`src/rtl/fpf_codec_serial.sv`:
```
// Bit-serial Fibonacci forbidden-pattern-free codec.
// One code bit per cycle, MSB first; encode and decode modes.
module fpf_codec_serial #(
  parameter int N = 33
) (
  input  logic         clock,
  input  logic         rst_n,
  input  logic         in_valid,
  output logic         in_ready,
  input  logic         in_mode,
  input  logic [N-1:0] in_data,
  output logic         out_valid,
  input  logic         out_ready,
  output logic [N-1:0] out_data,
  output logic         out_err,
  output logic         out_mode
);

  function automatic logic [63:0] fib(input int n);
    logic [63:0] a, b, t;
    a = 64'd1;
    b = 64'd1;
    for (int i = 2; i < n; i++) begin
      t = a + b;
      a = b;
      b = t;
    end
    return b;
  endfunction

  localparam logic [63:0] FTOP = fib(N + 2);
  localparam logic [63:0] FMAX = FTOP - 64'd1;
  localparam int DW = $clog2(FTOP);
  localparam int KW = $clog2(N);

  typedef enum logic [1:0] {
    S_IDLE,
    S_RUN,
    S_DONE
  } state_t;

  state_t        state_q, state_d;
  logic [DW-1:0] fa_q, fa_d;
  logic [DW-1:0] fb_q, fb_d;
  logic [DW-1:0] r_q, r_d;
  logic [DW-1:0] acc_q, acc_d;
  logic [KW-1:0] k_q, k_d;
  logic [N-1:0]  sr_q, sr_d;
  logic [N-1:0]  out_data_q, out_data_d;
  logic          prev_q, prev_d;
  logic          prev2_q, prev2_d;
  logic          err_q, err_d;
  logic          mode_q, mode_d;
  logic          out_valid_q, out_valid_d;
  logic          out_err_q, out_err_d;
  logic          out_mode_q, out_mode_d;
  logic          c;
  logic [63:0]   in_ext;

  always_comb begin
    state_d     = state_q;
    fa_d        = fa_q;
    fb_d        = fb_q;
    r_d         = r_q;
    acc_d       = acc_q;
    k_d         = k_q;
    sr_d        = sr_q;
    prev_d      = prev_q;
    prev2_d     = prev2_q;
    err_d       = err_q;
    mode_d      = mode_q;
    out_valid_d = out_valid_q;
    out_data_d  = out_data_q;
    out_err_d   = out_err_q;
    out_mode_d  = out_mode_q;
    c           = 1'b0;
    in_ext      = 64'(in_data);
    unique case (state_q)
      S_IDLE: begin
        if (in_valid) begin
          state_d = S_RUN;
          fa_d    = DW'(fib(N));
          fb_d    = DW'(fib(N + 1));
          k_d     = KW'(N - 1);
          r_d     = in_data[DW-1:0];
          acc_d   = '0;
          prev_d  = 1'b0;
          prev2_d = 1'b0;
          mode_d  = in_mode;
          sr_d    = in_mode ? in_data : '0;
          err_d   = !in_mode && (in_ext > FMAX);
        end
      end
      S_RUN: begin
        if (mode_q) begin
          c    = sr_q[N-1];
          sr_d = sr_q << 1;
          if (c) acc_d = acc_q + fa_q;
          // prev2/prev/c hold bits k+2, k+1, k
          if (int'(k_q) <= N - 3 &&
              ((prev2_q ^ prev_q) & (prev_q ^ c)))
            err_d = 1'b1;
        end else begin
          if (r_q < fa_q) c = 1'b0;
          else if (r_q >= fb_q) c = 1'b1;
          else c = prev_q;
          if (c) r_d = r_q - fa_q;
          sr_d = {sr_q[N-2:0], c};
        end
        prev2_d = prev_q;
        prev_d  = c;
        fb_d    = fa_q;
        fa_d    = fb_q - fa_q;
        k_d     = k_q - 1'b1;
        if (k_q == '0) begin
          state_d     = S_DONE;
          out_valid_d = 1'b1;
          out_mode_d  = mode_q;
          out_err_d   = err_d;
          if (mode_q) out_data_d = N'(acc_d);
          else out_data_d = err_q ? '0 : sr_d;
        end
      end
      S_DONE: begin
        if (out_ready) begin
          state_d     = S_IDLE;
          out_valid_d = 1'b0;
        end
      end
      default: state_d = S_IDLE;
    endcase
  end

  always_ff @(posedge clock or negedge rst_n) begin
    if (!rst_n) begin
      state_q     <= S_IDLE;
      fa_q        <= '0;
      fb_q        <= '0;
      r_q         <= '0;
      acc_q       <= '0;
      k_q         <= '0;
      sr_q        <= '0;
      prev_q      <= 1'b0;
      prev2_q     <= 1'b0;
      err_q       <= 1'b0;
      mode_q      <= 1'b0;
      out_valid_q <= 1'b0;
      out_data_q  <= '0;
      out_err_q   <= 1'b0;
      out_mode_q  <= 1'b0;
    end else begin
      state_q     <= state_d;
      fa_q        <= fa_d;
      fb_q        <= fb_d;
      r_q         <= r_d;
      acc_q       <= acc_d;
      k_q         <= k_d;
      sr_q        <= sr_d;
      prev_q      <= prev_d;
      prev2_q     <= prev2_d;
      err_q       <= err_d;
      mode_q      <= mode_d;
      out_valid_q <= out_valid_d;
      out_data_q  <= out_data_d;
      out_err_q   <= out_err_d;
      out_mode_q  <= out_mode_d;
    end
  end

  assign in_ready  = (state_q == S_IDLE);
  assign out_valid = out_valid_q;
  assign out_data  = out_data_q;
  assign out_err   = out_err_q;
  assign out_mode  = out_mode_q;

endmodule
```
`config.mk`:
```
export PLATFORM = sky130hd
export DESIGN_NAME = fpf_codec_serial
export DESIGN_NICKNAME = d
export VERILOG_FILES = /design/src/rtl/fpf_codec_serial.sv
export SDC_FILE = /design/constraint.sdc
export NUM_CORES = 1
export LEC_CHECK = 0
export CAP_MARGIN = 25
export CORE_MARGIN = 10
export CORE_UTILIZATION = 55
export DETAILED_ROUTE_END_ITERATION = 10
export GPL_TIMING_DRIVEN = 1
export PLACE_DENSITY = 0.79
export SLEW_MARGIN = 20
export SYNTH_ARGS = -nofsm -noshare
export SYNTH_HDL_FRONTEND = slang
export SYNTH_SLANG_ARGS = --single-unit
```
`constraint.sdc`:
```
create_clock -name clock -period 7.38 [get_ports clock]
set_clock_uncertainty 0.15 [all_clocks]
set_input_delay 1.845 -clock clock [delete_from_list [all_inputs] [get_ports clock]]
set_output_delay 1.845 -clock clock [all_outputs]
set_load 0.02 [all_outputs]
```
==> report_table.html, run 1 <==
<table>
<tr><th>Metric</th><th>Value</th></tr>
<tr><th colspan="2">Clock network</th></tr>
<tr><td>Total CTS buffers</td><td>17</td></tr>
<tr><td>Clock Pin Slew Worst Setup and Hold Paths</td><td>70 ps</td></tr>
<tr><td>Hold buffer count at CTS</td><td>0</td></tr>
<tr><td>Resized Gates After CTS</td><td>0</td></tr>
<tr><td>Count of clock tree sinks</td><td>177</td></tr>
<tr><td>CTS Buffer Depth</td><td>2</td></tr>
<tr><td>Clk Tree Root Cell</td><td>sky130_fd_sc_hd__clkbuf_16</td></tr>
<tr><td>CTS tree</td><td>done</td></tr>
<tr><td>H-tree level count</td><td>4</td></tr>
<tr><td># Post-CTS Setup Buffers</td><td>0</td></tr>
<tr><td>Clock latency reported for the late side of the worst-skew pair</td><td>430 ps</td></tr>
<tr><th colspan="2">Global route</th></tr>
<tr><td>Initial antenna violation count</td><td>0</td></tr>
<tr><td>Final global-route overflow total</td><td>0</td></tr>
<tr><td>First-pass GRT wire length</td><td>53400 um</td></tr>
<tr><td>Largest net degree at the start of global routing</td><td>roughly 110</td></tr>
<tr><td>Vias in the first global route</td><td>9980</td></tr>
<tr><td>Global Route Usage Sum</td><td>a little under a quarter</td></tr>
<tr><th colspan="2">Yosys</th></tr>
<tr><td>Fraction of the yosys area taken by sequential cells</td><td>37.4%</td></tr>
<tr><td>Synth top cells by count</td><td>sky130_fd_sc_hd__dfrtp_1, sky130_fd_sc_hd__nand2_1, sky130_fd_sc_hd__nor2_1</td></tr>
<tr><td>Most common flop cell mapped by yosys</td><td>sky130_fd_sc_hd__dfrtp_1</td></tr>
<tr><td>Number of distinct library cells after synthesis</td><td>78</td></tr>
<tr><td>Netlist area before placement</td><td>11800 um2</td></tr>
<tr><td>Most numerous cell in the Yosys netlist</td><td>sky130_fd_sc_hd__dfrtp_1</td></tr>
<tr><td>Number of synthesis warnings</td><td>0</td></tr>
<tr><td>EDFF count, synth</td><td>0</td></tr>
<tr><td>Cell count after synthesis</td><td>1386</td></tr>
<tr><td>Mean instance size in the synthesized netlist</td><td>8.54 um2</td></tr>
<tr><td>Area fraction of the dominant cell type after synthesis</td><td>37.4%</td></tr>
<tr><td>Biggest area consumer among synthesized cells</td><td>sky130_fd_sc_hd__dfrtp_1</td></tr>
<tr><td>Net count after synthesis</td><td>1523</td></tr>
<tr><td>Flip-flop and latch count after synthesis</td><td>177</td></tr>
<tr><td>Async set-reset flop share out of synthesis</td><td>100%</td></tr>
<tr><td>Dominant cells by area after synthesis</td><td>sky130_fd_sc_hd__dfrtp_1, sky130_fd_sc_hd__ha_1, sky130_fd_sc_hd__nand2_1</td></tr>
<tr><th colspan="2">Worst setup path</th></tr>
<tr><td>CP Buf/Inv Count</td><td>1</td></tr>
<tr><td>Kind of start point of the critical path</td><td>register</td></tr>
<tr><td>Highest-delay cell along the critical path</td><td>sky130_fd_sc_hd__clkdlybuf4s50_1</td></tr>
<tr><td>Endpoint arrival time on the critical path</td><td>a little under 2000 ps</td></tr>
<tr><td>Ordered cell list for the critical path</td><td>nor2_1 &gt; clkdlybuf4s50_1</td></tr>
<tr><td>Req. time, crit path</td><td>~5400 ps</td></tr>
<tr><td>Largest stage delay on the critical path</td><td>approximately 700 ps</td></tr>
<tr><td>Largest fanout of any net on the critical path</td><td>6</td></tr>
<tr><td>WS Path Type</td><td>register to output pin</td></tr>
<tr><td>Crit end category</td><td>output pin</td></tr>
<tr><td>Category of cells accounting for the largest share of critical-path delay</td><td>buffers and inverters</td></tr>
<tr><th colspan="2">Drt</th></tr>
<tr><td>Drt first pass iters</td><td>6</td></tr>
<tr><td>DR DRC count</td><td>0</td></tr>
<tr><td>Final routed wirelength across all metal layers</td><td>32400 um</td></tr>
<tr><td>Via count</td><td>10704</td></tr>
<tr><td>Post-DR vias/cell</td><td>just over 6</td></tr>
<tr><td>Starting DRC count in detailed routing</td><td>1198</td></tr>
<tr><td>Per-cell routed wire length</td><td>between 15 and 20 um</td></tr>
<tr><td>Final ANT Viol Nets</td><td>0</td></tr>
<tr><th colspan="2">Timing</th></tr>
<tr><td>Fin crit share</td><td>54.0%</td></tr>
<tr><td>RSZ-0062 raised after global routing</td><td>no</td></tr>
<tr><td>Minimum clock period</td><td>3990 ps</td></tr>
<tr><td>Peak Freq</td><td>0.251 GHz</td></tr>
<tr><td>Slack of the critical path</td><td>3390 ps</td></tr>
<tr><td>Number of hold violations in the final report</td><td>0</td></tr>
<tr><td>Least-Margin Pin Slew</td><td>around 900 ps</td></tr>
<tr><td>Final setup violation count</td><td>0</td></tr>
<tr><td>Accumulated negative setup slack</td><td>0 ps</td></tr>
<tr><td>Count of pins over their slew limit</td><td>0</td></tr>
<tr><td>Worst-case headroom to the max-slew limit</td><td>39.3%</td></tr>
<tr><th colspan="2">Placed design</th></tr>
<tr><td>Setup WS pre-CTS</td><td>3270 ps</td></tr>
<tr><td>Post-detail-place hpwl</td><td>23700 um</td></tr>
<tr><td>Final weighted congestion in routability-driven placement</td><td>~0.97</td></tr>
<tr><td>Number of cells in the design after placement</td><td>1683</td></tr>
<tr><td>Input/output buffers</td><td>74</td></tr>
<tr><th colspan="2">Floorplan</th></tr>
<tr><td>Ports</td><td>75</td></tr>
<tr><td>Vertical die dimension</td><td>between 150 and 200 um</td></tr>
<tr><td>Die Outline Area</td><td>27800 um2</td></tr>
<tr><td>Standard cell core area</td><td>between 20000 and 25000 um2</td></tr>
<tr><td>Initial Utilization</td><td>56.1%</td></tr>
<tr><td>Width of the die</td><td>167 um</td></tr>
<tr><td>Total number of placement rows</td><td>53</td></tr>
<tr><th colspan="2">Finish</th></tr>
<tr><td>Synthesis-to-layout area growth</td><td>13.2%</td></tr>
<tr><td>Ratio of cells with drive above 1 in the final layout</td><td>5.62%</td></tr>
<tr><td>Final Non-Filler Cells</td><td>1717</td></tr>
<tr><td>Fill cell total of the finished layout</td><td>between 1500 and 2000</td></tr>
<tr><td>Ant. Diodes</td><td>0</td></tr>
<tr><td>Post-layout nets</td><td>1566</td></tr>
<tr><th colspan="2">Run status</th></tr>
<tr><td>Result of the run</td><td>completed</td></tr>
<tr><th colspan="2">Worst hold path</th></tr>
<tr><td>Hold Crit Class</td><td>register to register</td></tr>
<tr><th colspan="2">Flow run</th></tr>
<tr><td>Max-Cap Viols</td><td>0</td></tr>
</table>
## cells in the final DEF (no fill, tap or decap), types with 4 or more instances in the layout
cell	netlist	final
sky130_fd_sc_hd__a211o_1	4	4
sky130_fd_sc_hd__a211oi_1	10	10
sky130_fd_sc_hd__a21boi_0	7	7
sky130_fd_sc_hd__a21o_1	25	25
sky130_fd_sc_hd__a21oi_1	115	115
sky130_fd_sc_hd__a221oi_1	4	4
sky130_fd_sc_hd__a22o_1	15	15
sky130_fd_sc_hd__a22oi_1	12	12
sky130_fd_sc_hd__a31oi_1	41	41
sky130_fd_sc_hd__and3_1	10	10
sky130_fd_sc_hd__buf_4	0	16
sky130_fd_sc_hd__clkbuf_16	0	17
sky130_fd_sc_hd__clkdlybuf4s50_1	0	73
sky130_fd_sc_hd__dfrtp_1	177	177
sky130_fd_sc_hd__ha_1	96	96
sky130_fd_sc_hd__inv_1	66	66
sky130_fd_sc_hd__inv_6	0	5
sky130_fd_sc_hd__mux2_2	4	4
sky130_fd_sc_hd__mux2i_1	19	19
sky130_fd_sc_hd__nand2_1	167	166
sky130_fd_sc_hd__nand2b_1	17	17
sky130_fd_sc_hd__nand3_1	82	82
sky130_fd_sc_hd__nand4_1	6	6
sky130_fd_sc_hd__nor2_1	120	119
sky130_fd_sc_hd__nor2b_1	10	9
sky130_fd_sc_hd__nor3_1	34	34
sky130_fd_sc_hd__nor4_1	5	5
sky130_fd_sc_hd__o211ai_1	23	23
sky130_fd_sc_hd__o21a_1	19	19
sky130_fd_sc_hd__o21ai_0	86	86
sky130_fd_sc_hd__o21ai_1	7	7
sky130_fd_sc_hd__o21bai_1	5	5
sky130_fd_sc_hd__o221ai_1	4	4
sky130_fd_sc_hd__o31ai_1	9	9
sky130_fd_sc_hd__or2_2	4	4
sky130_fd_sc_hd__or3_1	6	6
sky130_fd_sc_hd__or4_1	4	4
sky130_fd_sc_hd__xnor2_1	33	33
sky130_fd_sc_hd__xor2_1	17	17
## final timing paths
path,endpoint,slack (ps),cells past startpoint,from
max,in_ready,3390,2,state_q[1]
max in group asynchronous,fa_q[9],4260,3,rst_n
min reg2reg,out_data[30],320,2,out_data[30]
max reg2reg,r_q[7],3580,11,fa_q[0]
min,out_data[30],320,2,out_data[30]
min in group asynchronous,acc_q[4],1190,1,rst_n
## final cells by class
cell class	instances	area, um2	area share, %
Clock inverter	13	171	1.28
Inverter	67	251	1.88
Tap cell	275	344	2.57
Sequential cell	177	4430	33.1
Multi-Input combinational cell	1075	6860	51.2
Clock buffer	19	453	3.38
Timing Repair Buffer	91	890	6.64
## state kept, by name, summed over array words and instances, names as in the netlist
signal,flops
err_q,1
mode_q,1
out_mode,1
out_err,1
fa_q,24
out_valid,1
sr_q,33
state_q,2
prev_q,1
acc_q,24
fb_q,24
k_q,6
r_q,24
out_data,33
prev2_q,1
## routing by layer
layer  track usage (%)  vias up  wire, um
met3              3.20       41      2330
met4              5.65        0       469
met1              32.9     5131     14800
met5                 0        -         0
li1                  -     5093         -
met2              36.0      439     14800
## stage by stage
step	cell area, um2	utilization (%)	hold slack, ps
3_5_place_dp	12700	60.4	314
5_1_grt	13400	63.5	358
3_3_place_gp	12700	60.3	304
2_1_floorplan	11800	-	310
6_report	13400	63.5	324
4_1_cts	13400	63.4	329
## kinds of logic after synthesis
| family | after synthesis | synth area share (%) |
|---|---|---|
| flops | 177 | 37.4 |
| mux | 23 | 1.99 |
| simple gates | 478 | 18.3 |
| buf+inv | 134 | 4.72 |
| xor+xnor | 51 | 3.84 |
| compound gates | 424 | 23.1 |
| fa+ha+maj | 99 | 10.7 |
## worst reg2reg max path: stages, from the launching register on
cell                      delay [ps]
sky130_fd_sc_hd__dfrtp_1         480
sky130_fd_sc_hd__ha_1            280
sky130_fd_sc_hd__fa_1            390
sky130_fd_sc_hd__nor2b_1         210
sky130_fd_sc_hd__o31ai_1         130
sky130_fd_sc_hd__a21oi_1         260
sky130_fd_sc_hd__o21ai_1         220
sky130_fd_sc_hd__o21ai_0         290
sky130_fd_sc_hd__a31oi_1         280
sky130_fd_sc_hd__o21ai_2         200
sky130_fd_sc_hd__buf_4           400
sky130_fd_sc_hd__mux2_2          400
Power of run 1 is left out: the tool's default activity adds up to more than one toggle a clock period on the data nets, which glitch-free logic cannot reach.
==> run 2, diff against run 1 <==
--- a/config.mk
+++ b/config.mk
@@ -10,7 +10,7 @@
 export CORE_UTILIZATION = 55
 export DETAILED_ROUTE_END_ITERATION = 10
 export GPL_TIMING_DRIVEN = 1
-export PLACE_DENSITY = 0.79
+export PLACE_DENSITY = 0.82
 export SLEW_MARGIN = 20
 export SYNTH_ARGS = -nofsm -noshare
 export SYNTH_HDL_FRONTEND = slang
==> constraint.sdc (replaced) <==
create_clock -name clock -period 3.59 [get_ports clock]
set_clock_uncertainty 0.15 [all_clocks]
set_input_delay 0.8975 -clock clock [delete_from_list [all_inputs] [get_ports clock]]
set_output_delay 0.8975 -clock clock [all_outputs]
set_load 0.02 [all_outputs]
==> run 2 against run 1 <==
Register-to-register slack worse by 3400 ps. Sequential cell count did not move. Global-route usage grew 0.18 points. Die area did not move. Cell count is 0.35% higher. Non-clock buffer count increased by 5. Cell area rose by 0.13%. Worst hold slack lost 13 ps. Sequential share of layout area about the same. Setup slack got worse by 3200 ps. Clock-buffer cell count is 1 higher. Core utilization rose by 0.083 points. Largest cell class unchanged.
==> report_table.html, run 2 (synthesized netlist as in run 1, its figures left out) <==
<table>
<tr><th>Metric</th><th>Value</th></tr>
<tr><th colspan="2">Finish</th></tr>
<tr><td>Most common cell after layout, fill and taps aside</td><td>sky130_fd_sc_hd__dfrtp_1</td></tr>
<tr><td>Post-layout nets</td><td>1571</td></tr>
<tr><td>Synthesis-to-layout area growth</td><td>13.4%</td></tr>
<tr><td>Combined area of the multi-input logic cells</td><td>6870 um2</td></tr>
<tr><td>Total area of sequential cells</td><td>4430 um2</td></tr>
<tr><td>Most frequent cells in the layout</td><td>sky130_fd_sc_hd__dfrtp_1, sky130_fd_sc_hd__nand2_1, sky130_fd_sc_hd__nor2_1</td></tr>
<tr><td>Fill cell total of the finished layout</td><td>1697</td></tr>
<tr><td>Final instance area</td><td>13400 um2</td></tr>
<tr><td>Ratio of cells with drive above 1 in the final layout</td><td>5.94%</td></tr>
<tr><th colspan="2">Floorplan</th></tr>
<tr><td>Total number of placement rows</td><td>53</td></tr>
<tr><td>Standard cell core area</td><td>21100 um2</td></tr>
<tr><td>Ports</td><td>75</td></tr>
<tr><td>Vertical die dimension</td><td>~170 um</td></tr>
<tr><td>Die Outline Area</td><td>about 28000 um2</td></tr>
<tr><td>Width of the die</td><td>167 um</td></tr>
<tr><td>Initial Utilization</td><td>a little under three fifths</td></tr>
<tr><th colspan="2">Worst setup path</th></tr>
<tr><td>Largest stage delay on the critical path</td><td>~400 ps</td></tr>
<tr><td>Largest fanout of any net on the critical path</td><td>4</td></tr>
<tr><td>WS Path Type</td><td>register to register</td></tr>
<tr><td>Req. time, crit path</td><td>~3800 ps</td></tr>
<tr><td>Crit end category</td><td>register</td></tr>
<tr><td>Highest-delay cell along the critical path</td><td>sky130_fd_sc_hd__dfrtp_1</td></tr>
<tr><td>CP Buf/Inv Count</td><td>1</td></tr>
<tr><td>Endpoint arrival time on the critical path</td><td>roughly 3600 ps</td></tr>
<tr><td>Category of cells accounting for the largest share of critical-path delay</td><td>compound AO/OA/AOI/OAI gates</td></tr>
<tr><td>Ordered cell list for the critical path</td><td>inv_1 &gt; ha_1 &gt; o21ai_0 &gt; a21oi_1 &gt; o31ai_1 &gt; o21ai_1 &gt; a21oi_1 &gt; o21ai_1 &gt; o41ai_1 &gt; mux2_2 &gt; a211oi_1</td></tr>
<tr><td>Kind of start point of the critical path</td><td>register</td></tr>
<tr><th colspan="2">Clock network</th></tr>
<tr><td>Clock Pin Slew Worst Setup and Hold Paths</td><td>70 ps</td></tr>
<tr><td>Clock latency reported for the late side of the worst-skew pair</td><td>440 ps</td></tr>
<tr><td>Total CTS buffers</td><td>17</td></tr>
<tr><td>Clk Tree Root Cell</td><td>sky130_fd_sc_hd__clkbuf_16</td></tr>
<tr><td>Count of clock tree sinks</td><td>177</td></tr>
<tr><td>CTS Buffer Depth</td><td>2</td></tr>
<tr><td>H-tree level count</td><td>4</td></tr>
<tr><td>CTS tree</td><td>done</td></tr>
<tr><th colspan="2">Worst hold path</th></tr>
<tr><td>Hold Crit Class</td><td>input port to async pin</td></tr>
<tr><th colspan="2">Timing</th></tr>
<tr><td>Final setup violation count</td><td>0</td></tr>
<tr><td>Least-Margin Pin Slew</td><td>782 ps</td></tr>
<tr><td>Accumulated negative setup slack</td><td>0 ps</td></tr>
<tr><td>Peak Freq</td><td>between 0.2 and 0.3 GHz</td></tr>
<tr><td>RSZ-0062 raised after global routing</td><td>no</td></tr>
<tr><td>Number of hold violations in the final report</td><td>0</td></tr>
<tr><td>Count of pins over their slew limit</td><td>0</td></tr>
<tr><td>Minimum clock period</td><td>3370 ps</td></tr>
<tr><td>Worst-case headroom to the max-slew limit</td><td>47.7%</td></tr>
<tr><td>Fin crit share</td><td>between 90 and 100%</td></tr>
<tr><td>Slack of the critical path</td><td>219 ps</td></tr>
<tr><th colspan="2">Drt</th></tr>
<tr><td>Per-cell routed wire length</td><td>around 19 um</td></tr>
<tr><td>Starting DRC count in detailed routing</td><td>1161</td></tr>
<tr><td>Via count</td><td>10677</td></tr>
<tr><td>Post-DR vias/cell</td><td>6.20</td></tr>
<tr><td>Final routed wirelength across all metal layers</td><td>33000 um</td></tr>
<tr><td>Final ANT Viol Nets</td><td>0</td></tr>
<tr><td>Drt first pass iters</td><td>5</td></tr>
<tr><td>DR DRC count</td><td>0</td></tr>
<tr><th colspan="2">Run status</th></tr>
<tr><td>Result of the run</td><td>completed</td></tr>
<tr><th colspan="2">Placed design</th></tr>
<tr><td>Input/output buffers</td><td>74</td></tr>
<tr><td>Setup WS pre-CTS</td><td>252 ps</td></tr>
<tr><td>Dpl cell area</td><td>12800 um2</td></tr>
<tr><td>Final weighted congestion in routability-driven placement</td><td>0.973</td></tr>
<tr><td>Post-detail-place hpwl</td><td>24300 um</td></tr>
<tr><th colspan="2">Global route</th></tr>
<tr><td>Global Route Usage Sum</td><td>23.2%</td></tr>
<tr><td>First-pass GRT wire length</td><td>53400 um</td></tr>
<tr><td>Largest net degree at the start of global routing</td><td>72</td></tr>
<tr><td>Vias in the first global route</td><td>10020</td></tr>
<tr><td>Initial antenna violation count</td><td>1</td></tr>
<tr><td>Final global-route overflow total</td><td>0</td></tr>
<tr><th colspan="2">Flow run</th></tr>
<tr><td>Max-Cap Viols</td><td>0</td></tr>
</table>
run 2: worst register-to-register path, delay by kind of cell (launching register included):
family          cells  cell delay (ps)
flops               1              400
compound gates      8             1920
mux                 1              370
buf+inv             1               90
fa+ha+maj           1              350
run 2: path summary, 6_finish.rpt:
kind / startpoint / endpoint / slack [ps] / cells after the start
setup / recovery: fa_q[2] / fa_q[23] / 220 / 11
hold / removal: rst_n / r_q[0] / 310 / 1
setup reg to reg: fa_q[2] / fa_q[23] / 220 / 11
hold reg to reg: out_data[30] / out_data[30] / 320 / 2
max in group asynchronous: rst_n / acc_q[8] / 2150 / 2
min in group clock: out_data[30] / out_data[30] / 320 / 2
run 2: per-layer routing:
metal / GRT usage, % / up-vias / share of wire, %
met3: 4.90 / 46 / 8.2
met2: 36.6 / 400 / 46
met1: 31.8 / 5118 / 44
met5: 0 / - / 0
li1: - / 5113 / -
met4: 5.96 / 0 / 1.6
run 2: repair_timing:
action | 4_1_cts | 5_1_grt
buffers inserted | 0 | 0
resized for setup | 0 | 2
hold buffers | 0 | 0
hold endpoints to repair | 0 | 0
setup endpoints to repair | 0 | 3
run 2: layout make-up:
class / count / area share, %
diodes: 1 / 0.0187
clock buffers: 20 / 3.25
clock inverters: 12 / 0.951
inverters: 67 / 1.87
multi-input cells: 1075 / 51.2
flip-flops and latches: 177 / 33.0
well taps: 275 / 2.56
repair buffers: 96 / 7.13
run 2: metrics by stage:
| stage | instances | util (%) | hold slack (ps) |
|---|---|---|---|
| floorplan | 1386 | - | 310 |
| global placement | 1690 | 60.9 | 304 |
| detailed placement | 1690 | 60.9 | 306 |
| CTS | 1722 | 63.6 | 322 |
| global route | 1723 | 63.6 | 350 |
| finish | 1723 | 63.6 | 311 |
Power of run 2 is left out for the same reason.
==> run 3, diff against run 2 <==
--- a/config.mk
+++ b/config.mk
@@ -6,8 +6,11 @@
 export NUM_CORES = 1
 export LEC_CHECK = 0
 export CAP_MARGIN = 25
+export CELL_PAD_IN_SITES_DETAIL_PLACEMENT = 1
+export CELL_PAD_IN_SITES_GLOBAL_PLACEMENT = 1
 export CORE_MARGIN = 10
-export CORE_UTILIZATION = 55
+export CORE_UTILIZATION = 42
+export CTS_CLUSTER_SIZE = 14
 export DETAILED_ROUTE_END_ITERATION = 10
 export GPL_TIMING_DRIVEN = 1
 export PLACE_DENSITY = 0.82
==> run 3 against run 2 <==
Core utilization decreased by 15 points. Die area increased by 27%. Maximum frequency decreased by 0.24%. First-iteration DRC count decreased by 20%. Critical path depth increased by 2. Sequential cell count unchanged. Worst hold slack got worse by 91 ps. Clock-buffer cell count decreased by 3. Highest routed layer unchanged.
==> report_table.html, run 3 (synthesized netlist as in run 1, its figures left out) <==
<table>
<tr><th>Metric</th><th>Value</th></tr>
<tr><th colspan="2">Clock network</th></tr>
<tr><td>H-tree level count</td><td>4</td></tr>
<tr><td>Hold buffer count at CTS</td><td>0</td></tr>
<tr><td>Clock Pin Slew Worst Setup and Hold Paths</td><td>roughly 80 ps</td></tr>
<tr><td>CTS tree</td><td>done</td></tr>
<tr><td>Clock latency reported for the late side of the worst-skew pair</td><td>approximately 450 ps</td></tr>
<tr><td>Count of clock tree sinks</td><td>around 180</td></tr>
<tr><td>Total CTS buffers</td><td>17</td></tr>
<tr><td>Clk Tree Root Cell</td><td>sky130_fd_sc_hd__clkbuf_16</td></tr>
<tr><td>CTS Buffer Depth</td><td>2</td></tr>
<tr><th colspan="2">Worst setup path</th></tr>
<tr><td>CP Buf/Inv Count</td><td>2</td></tr>
<tr><td>Largest fanout of any net on the critical path</td><td>5</td></tr>
<tr><td>Req. time, crit path</td><td>around 3800 ps</td></tr>
<tr><td>Kind of start point of the critical path</td><td>register</td></tr>
<tr><td>Largest stage delay on the critical path</td><td>480 ps</td></tr>
<tr><td>Endpoint arrival time on the critical path</td><td>3610 ps</td></tr>
<tr><td>WS Path Type</td><td>register to register</td></tr>
<tr><td>Highest-delay cell along the critical path</td><td>sky130_fd_sc_hd__a222oi_1</td></tr>
<tr><td>Crit end category</td><td>register</td></tr>
<tr><td>Ordered cell list for the critical path</td><td>ha_1 &gt; inv_1 &gt; fa_1 &gt; nand2b_1 &gt; a21oi_1 &gt; a222oi_1 &gt; o211ai_1 &gt; buf_4 &gt; a221oi_1 &gt; nor2b_1 &gt; xnor2_1 &gt; mux2i_1 &gt; a21oi_1</td></tr>
<tr><td>Worst reg-to-reg setup slack</td><td>210 ps</td></tr>
<tr><td>Library cell appearing most often on the critical path</td><td>sky130_fd_sc_hd__a21oi_1</td></tr>
<tr><td>Category of cells accounting for the largest share of critical-path delay</td><td>compound AO/OA/AOI/OAI gates</td></tr>
<tr><th colspan="2">Finish</th></tr>
<tr><td>Most frequent cells in the layout</td><td>sky130_fd_sc_hd__dfrtp_1, sky130_fd_sc_hd__nand2_1, sky130_fd_sc_hd__nor2_1</td></tr>
<tr><td>Ratio of cells with drive above 1 in the final layout</td><td>6.28%</td></tr>
<tr><td>Synthesis-to-layout area growth</td><td>15.0%</td></tr>
<tr><td>Final Non-Filler Cells</td><td>1828</td></tr>
<tr><td>Ant. Diodes</td><td>0</td></tr>
<tr><td>Post-layout nets</td><td>1574</td></tr>
<tr><td>Most common cell after layout, fill and taps aside</td><td>sky130_fd_sc_hd__dfrtp_1</td></tr>
<tr><td>Fill cell total of the finished layout</td><td>3311</td></tr>
<tr><th colspan="2">Placed design</th></tr>
<tr><td>Final weighted congestion in routability-driven placement</td><td>approximately 0.9</td></tr>
<tr><td>Post-detail-place hpwl</td><td>30800 um</td></tr>
<tr><td>Number of cells in the design after placement</td><td>1795</td></tr>
<tr><td>Input/output buffers</td><td>74</td></tr>
<tr><th colspan="2">Flow run</th></tr>
<tr><td>Max-Cap Viols</td><td>0</td></tr>
<tr><th colspan="2">Global route</th></tr>
<tr><td>Final global-route overflow total</td><td>0</td></tr>
<tr><td>Largest net degree at the start of global routing</td><td>106</td></tr>
<tr><td>Global Route Usage Sum</td><td>a little under a quarter</td></tr>
<tr><td>Initial antenna violation count</td><td>0</td></tr>
<tr><td>Vias in the first global route</td><td>11332</td></tr>
<tr><td>First-pass GRT wire length</td><td>approximately 65000 um</td></tr>
<tr><th colspan="2">Floorplan</th></tr>
<tr><td>Standard cell core area</td><td>27800 um2</td></tr>
<tr><td>Initial Utilization</td><td>42.6%</td></tr>
<tr><td>Die Outline Area</td><td>35300 um2</td></tr>
<tr><td>Ports</td><td>75</td></tr>
<tr><td>Vertical die dimension</td><td>188 um</td></tr>
<tr><td>Total number of placement rows</td><td>61</td></tr>
<tr><td>Width of the die</td><td>188 um</td></tr>
<tr><th colspan="2">Timing</th></tr>
<tr><td>Accumulated negative setup slack</td><td>0 ps</td></tr>
<tr><td>Fin crit share</td><td>between 90% and 100%</td></tr>
<tr><td>Count of pins over their slew limit</td><td>0</td></tr>
<tr><td>Minimum clock period</td><td>3380 ps</td></tr>
<tr><td>Final setup violation count</td><td>0</td></tr>
<tr><td>Peak Freq</td><td>roughly 0.30 GHz</td></tr>
<tr><td>Worst-case headroom to the max-slew limit</td><td>39.0%</td></tr>
<tr><td>Least-Margin Pin Slew</td><td>between 900 and 1000 ps</td></tr>
<tr><td>Number of hold violations in the final report</td><td>0</td></tr>
<tr><th colspan="2">Worst hold path</th></tr>
<tr><td>Hold Crit Class</td><td>input port to async pin</td></tr>
<tr><th colspan="2">Drt</th></tr>
<tr><td>Final routed wirelength across all metal layers</td><td>just over 40000 um</td></tr>
<tr><td>DR DRC count</td><td>0</td></tr>
<tr><td>Per-cell routed wire length</td><td>~22 um</td></tr>
<tr><td>Post-DR vias/cell</td><td>6.05</td></tr>
<tr><td>Drt first pass iters</td><td>5</td></tr>
<tr><td>Via count</td><td>11065</td></tr>
<tr><td>Final ANT Viol Nets</td><td>0</td></tr>
<tr><td>Starting DRC count in detailed routing</td><td>approximately 930</td></tr>
<tr><th colspan="2">Run status</th></tr>
<tr><td>Result of the run</td><td>completed</td></tr>
</table>
run 3: cell types whose count changed in the layout (fill, tap and decap cells not counted):
cell,change
sky130_fd_sc_hd__buf_4,+3
sky130_fd_sc_hd__inv_12,+1
sky130_fd_sc_hd__bufinv_16,-1
sky130_fd_sc_hd__clkbuf_1,-3
sky130_fd_sc_hd__diode_2,-1
sky130_fd_sc_hd__clkinv_4,-2
sky130_fd_sc_hd__dfrtp_2,-1
sky130_fd_sc_hd__dfrtp_1,+1
sky130_fd_sc_hd__inv_6,+2
sky130_fd_sc_hd__inv_8,+1
sky130_fd_sc_hd__clkinvlp_4,-3
sky130_fd_sc_hd__clkinv_8,+5
run 3: cell type report:
class | instances | area [um2] | share of cell area [%]
Clock inverter | 15 | 184 | 1.35
Tap cell | 378 | 473 | 3.48
Timing Repair Buffer | 99 | 980 | 7.20
Inverter | 67 | 251 | 1.85
Clock buffer | 17 | 425 | 3.13
Sequential cell | 177 | 4430 | 32.5
Multi-Input combinational cell | 1075 | 6870 | 50.5
run 3: layer usage:
layer | track usage, % | part of all wire [%] | vias up
met5 | 0 | 0 | -
met4 | 7.32 | 2.8 | 0
met3 | 3.64 | 5.4 | 61
met2 | 36.9 | 46 | 290
met1 | 30.8 | 45 | 5609
li1 | - | - | 5105
run 3: through the flow:
stage / utilization (%) / setup WS [ps] / cell area [um2] / hold WS, ps
3_5_place_dp: 46.8 / 283 / 13000 / 315
4_1_cts: 48.9 / 162 / 13600 / 227
6_report: 49.0 / 211 / 13600 / 220
3_3_place_gp: 46.7 / 364 / 13000 / 300
2_1_floorplan: - / 713 / 11800 / 310
5_1_grt: 49.0 / -38.7 / 13600 / 240
run 3: repair_timing:
action / CTS / global route
buffers inserted: 0 / 1
gates resized for setup: 0 / 1
endpoints found under the setup margin: 0 / 7
run 3: final timing paths:
| check | cells past startpoint | end | from |
|---|---|---|---|
| worst max-delay path | 13 | out_data[20] | fa_q[0] |
| worst min-delay path | 1 | acc_q[12] | rst_n |
| worst min register to register | 2 | out_data[26] | out_data[26] |
| max in group asynchronous | 2 | fb_q[19] | rst_n |
| worst max register to register | 13 | out_data[20] | fa_q[0] |
| min in group clock | 2 | out_data[26] | out_data[26] |
Power of run 3 is left out for the same reason.
